## config.mk

```make
export PLATFORM = sky130hd
export DESIGN_NAME = combi_fetch
export DESIGN_NICKNAME = d
export VERILOG_FILES = /design/src/rtl/combi_fetch.sv
export SDC_FILE = /design/constraint.sdc
export NUM_CORES = 1
export LEC_CHECK = 0
export BUFFER_PORTS_ARGS = -buffer_cell sky130_fd_sc_hd__buf_4
export CORE_ASPECT_RATIO = 1.25
export CORE_MARGIN = 2
export CORE_UTILIZATION = 35
export CTS_CLUSTER_SIZE = 12
export DETAILED_ROUTE_END_ITERATION = 16
export PLACE_DENSITY = 0.57
export SLEW_MARGIN = 20
export SYNTH_ARGS = -nofsm -noshare
export SYNTH_HDL_FRONTEND = slang
export SYNTH_SLANG_ARGS = --single-unit
```

## constraint.sdc

```tcl
create_clock -name clk -period 1.9 [get_ports clk]
set_input_delay 0.38 -clock clk [delete_from_list [all_inputs] [get_ports clk]]
set_output_delay 0.38 -clock clk [all_outputs]
set_load 0.05 [all_outputs]
```

## src/rtl/combi_fetch.sv

```systemverilog
// Fetch stage and IF/ID pipeline register for the combined ARM/RISC-V core.
// Keeps one imem request outstanding, parks a returned word while decode stalls, and drops stale words after a redirect.
`timescale 1ns/1ps
module combi_fetch #(
  parameter logic [31:0] RESET_PC  = 32'h0000_0000,
  parameter logic        RESET_ARM = 1'b0
) (
  input  logic        clk,
  input  logic        reset,
  input  logic        StallD,
  input  logic        FlushD,
  input  logic        PCSrcE,
  input  logic [31:0] PCTargetE,
  input  logic        armD,
  output logic        imem_req,
  output logic [31:0] PCF,
  input  logic        imem_rvalid,
  input  logic [31:0] imem_rdata,
  output logic [31:0] InstrD,
  output logic [31:0] PCD,
  output logic [31:0] PCPlus4D,
  output logic        wasNotFlushedD,
  output logic        armIn,
  output logic        fetch_bubbleF,
  output logic [1:0]  state_dbg
);

  // imem handshake: imem_req=1 presents PCF and holds it stable; memory answers
  // with a single imem_rvalid strobe at least one cycle later. Only one request
  // is ever outstanding, and imem_req drops while a word is parked or stale.
  typedef enum logic [1:0] {
    S_IDLE = 2'd0,
    S_REQ  = 2'd1,
    S_HOLD = 2'd2,
    S_KILL = 2'd3
  } state_t;

  state_t      state;
  state_t      state_next;
  logic [31:0] pc_next;
  logic [31:0] pc_plus4;
  logic [31:0] fbuf;
  logic [31:0] fbuf_next;
  logic [31:0] word;
  logic        word_valid;
  logic        adv;

  assign adv       = !StallD;
  assign pc_plus4  = PCF + 32'd4;
  assign state_dbg = state;

  always_comb begin
    state_next = state;
    pc_next    = PCF;
    fbuf_next  = fbuf;
    word       = imem_rdata;
    word_valid = 1'b0;
    imem_req   = 1'b0;
    case (state)
      S_IDLE: state_next = S_REQ;
      S_REQ: begin
        imem_req = 1'b1;
        if (imem_rvalid) begin
          if (PCSrcE) begin
            pc_next = PCTargetE;
          end else if (adv) begin
            word_valid = 1'b1;
            pc_next    = pc_plus4;
          end else begin
            fbuf_next  = imem_rdata;
            state_next = S_HOLD;
          end
        end else if (PCSrcE) begin
          pc_next    = PCTargetE;
          state_next = S_KILL;
        end
      end
      S_HOLD: begin
        if (PCSrcE) begin
          pc_next    = PCTargetE;
          state_next = S_REQ;
        end else if (adv) begin
          word       = fbuf;
          word_valid = 1'b1;
          pc_next    = pc_plus4;
          state_next = S_REQ;
        end
      end
      S_KILL: begin
        // The response for the old address is still coming; swallow it first.
        if (PCSrcE) pc_next = PCTargetE;
        if (imem_rvalid) state_next = S_REQ;
      end
      default: state_next = S_IDLE;
    endcase
  end

  assign fetch_bubbleF = adv && !word_valid;

  always_ff @(posedge clk) begin
    if (reset) begin
      state          <= S_IDLE;
      PCF            <= RESET_PC;
      fbuf           <= 32'd0;
      InstrD         <= 32'd0;
      PCD            <= 32'd0;
      PCPlus4D       <= 32'd0;
      wasNotFlushedD <= 1'b0;
      armIn          <= RESET_ARM;
    end else begin
      state <= state_next;
      PCF   <= pc_next;
      fbuf  <= fbuf_next;
      if (adv) armIn <= armD;
      // A flush forces a bubble even when decode is stalled; PCD/PCPlus4D keep their value.
      if (FlushD || (adv && !word_valid)) begin
        InstrD         <= 32'd0;
        wasNotFlushedD <= 1'b0;
      end else if (adv) begin
        InstrD         <= word;
        PCD            <= PCF;
        PCPlus4D       <= pc_plus4;
        wasNotFlushedD <= 1'b1;
      end
    end
  end

endmodule

```

==> impl_metrics.py <==
metrics = {
    "timing": {
        "tns_ns": -0.0519,
        "fin_crit_ns": 1.95,
        "hold_viol": 0,
        "grt_setup_unrepaired": "yes",
        "worst_slack_ns": -0.0519,
        "maxSlewViolCount": 0,
        "fin_crit_sh": 1.03,
        "worst_pin_slew_ns": 0.661,
        "maxSlewHeadroom": 0.559,
        "max_freq_mhz": 512,
        "setup_viol": 1,
        "skew_ns": 0.00842,
    },
    "synthesis": {
        "synth-warning-count": 0,
        "synth_top_family_by_area": "simple AND/OR/NAND/NOR gates",
        "yosysUniqueCellTypes": 59,
        "synth.avg_cell_area_sq_um": 7.98,
        "synth_nets": 1011,
        "async_flop_share": 0,
        "synth_largest_area_cell": "dfxtp_1",
        "synth_compound_area_frac": 0.183,
        "synthXorXnorAreaFrac": 0.0258,
        "synth-simple-area-share": 0.228,
        "yosysTopAreaCellShare": 0.435,
        "synthCells": 935,
        "synth.area.top_cells": "dfxtp_1, a21oi_1, nand2_1",
        "synthMuxAreaShare": 0.0631,
        "synth_ff_type": "dfxtp_1",
        "yosysSeqAreaShare": 0.435,
        "synth_edf_count": 0,
        "syn-cell-area_sq_um": 7460,
        "ys_ff_latch": 162,
        "synth_adder_area_share": 0.00839,
    },
    "critical_path": {
        "crit_fanout": 2,
        "worstPathRequired_ns": 1.52,
        "cpMaxStageDelayCell": "dfxtp_4",
        "arrival_ns": 1.57,
        "path_cells": "inv_4 > ha_4 > and2_4 > o21ai_4 > o21ba_4 > buf_8",
        "path_class": "register to output pin",
        "slowest_delay_ns": 0.36,
        "r2r_cells": 8,
        "worstSetupStartpointType": "register",
        "crit_path_end_kind": "output pin",
    },
    "status": {
        "violations": "negative setup slack",
        "status": "finished with violations",
    },
    "job": {
        "drv_cap": 0,
    },
    "floorplanning": {
        "die_h_microns": 167,
        "start_util": 0.357,
        "die_w_microns": 135,
        "ioPinCount": 205,
        "dieArea_sq_um": 22500,
        "rows": 59,
        "core_sq_um": 20900,
    },
    "hold_path": {
        "whs_path_depth": 3,
        "hold_class": "primary input to register",
    },
    "pwr": {
        "switchingPower_w": 0.00320,
        "power_frac_comb": 0.242,
        "ir_drop_v": 0.000584,
        "powerDensity_nw_per_um2": 916,
        "p_seq_frac": 0.379,
        "p_leak_nw": 4.50,
        "p_int_w": 0.00667,
        "pwr-share-clk": 0.379,
        "power.share.switching": 0.324,
    },
    "finish": {
        "diodes": 0,
        "layout.nets": 1236,
        "num-fill-cells": 2007,
        "drive_gt1_frac": 0.349,
        "most-common-layout-cells": "buf_4, nand2_1, dfxtp_1",
        "mostFrequentLayoutCell": "buf_4",
        "stdcell_count": 1447,
        "area_growth_pct": 44.4,
    },
    "global_route": {
        "grt_max_degree": 67,
        "grt_pass1_vias": 6902,
        "antenna_found_initial": 0,
        "grt_pass1_wl_mm": 37.5,
        "grt_overflow": 0,
        "grt_usage": 0.212,
    },
    "clock_tree": {
        "numCtsBuffers": 17,
        "cts_max_level": 4,
        "root_buffer": "clkbuf_16",
        "clk_pin_slew_ns": 0.07,
        "cts_buffer_depth": 2,
        "tritoncts": "yes",
        "clock_sinks": 162,
        "clk-insertion-delay-late_ns": 0.43,
    },
    "detailed_routing": {
        "drc": 0,
        "ant_nets": 0,
        "routedWlPerCell_microns": 17.0,
        "num_vias": 7442,
        "wirelength_mm": 24.7,
        "drt_iter0_drc": 381,
        "dr.pass1.iters": 5,
        "route.detailed.vias_per_inst": 5.14,
    },
    "placement": {
        "port_buffers": 204,
        "place_inst": 1394,
        "hpwl_mm": 17.4,
        "place_congestion": 0.862,
    },
}
final timing paths:
kind / from / slack [ns] / endpoint
worst max-delay path: state_dbg[1] / -0.05 / fetch_bubbleF
worst min-delay path: armD / 0.18 / armIn
worst max register to register: state_dbg[1] / 0.01 / PCF[13]
worst min register to register: fbuf[24] / 0.45 / fbuf[24]
Yosys cell counts, types with 3 or more instances:
cell type	instances
nor4_1	10
nor3_1	25
o31ai_1	3
ha_1	5
a22oi_1	15
buf_1	3
nand2_1	153
a211oi_1	23
mux2i_1	47
and4_1	7
nor2_1	130
and2_1	3
a221oi_1	3
or3_1	5
xnor2_1	14
o22ai_1	8
buf_2	16
inv_1	12
nor2b_1	3
a21oi_1	127
o31a_1	3
o21ai_0	12
nor4_4	3
clkbuf_1	63
o21a_1	5
nand4_1	11
dfxtp_1	162
buf_4	5
nand3_1	8
xor2_1	8
o32ai_1	3
nand2b_1	4
per-stage QoR:
stage / utilization / worst slack (ns) / cell area, sq um / hold slack, ns / total power [W]
global route: 0.516 / -0.101 / 10800 / 0.176 / 0.0102
CTS: 0.502 / -0.0576 / 10500 / 0.170 / 0.00986
finish: 0.516 / -0.0519 / 10800 / 0.178 / 0.00987
global placement: 0.468 / 0.0570 / 9770 / 0.439 / 0.00602
floorplan: - / -0.136 / 7740 / 0.436 / 0.00524
detailed placement: 0.468 / 0.0427 / 9770 / 0.446 / 0.00603
critical path, delay by kind of cell (launching register included):
kind,cells,cell delay [ns]
fa+ha+maj,1,0.15
compound gates,2,0.31
flops,1,0.36
simple gates,1,0.14
buf+inv,2,0.19
metal layers:
metal,up-vias,part of all wire,global-route usage
li1,3686,-,-
met4,0,0.029,0.0769
met5,-,0,0
met1,3466,0.42,0.261
met3,38,0.059,0.0430
met2,252,0.50,0.364
sequential cells by signal, indices dropped and copies added (netlist names):
register	count
PCD	32
PCF	32
state_dbg	2
wasNotFlushedD	1
armIn	1
fbuf	32
PCPlus4D	30
InstrD	32
cells by family after synthesis:
| group | count (synthesis) |
|---|---|
| compound gates | 225 |
| simple gates | 373 |
| mux | 47 |
| fa+ha+maj | 5 |
| flops | 162 |
| buf+inv | 101 |
| xor+xnor | 22 |
timing repair:
action                                 4_1_cts  5_1_grt
gates resized for setup                     11       33
hold buffers                                 0        0
gates cloned                                 0        2
endpoints found under the hold margin        0        0
buffers inserted                             4       15
pin swaps                                    4        7
setup endpoints to repair                    1       24
layout make-up:
class	instances	area, sq um	share of cell area
multi-input combinational	672	4050	0.376
tap	274	343	0.0318
sequential	162	3340	0.310
clock inverter	12	154	0.0143
inverter	12	47.5	0.00441
timing repair buffer	295	2360	0.219
clock buffer	20	489	0.0454
power groups by stage:
stage	sequential (W)	clock (W)	combinational (W)
floorplan	0.00419	0	0.00105
global placement	0.00381	0	0.00221
detailed placement	0.00382	0	0.00222
CTS	0.00374	0.00382	0.00230
global route	0.00376	0.00394	0.00255
finish	0.00374	0.00374	0.00239
Power figures use the tool's default switching activity.
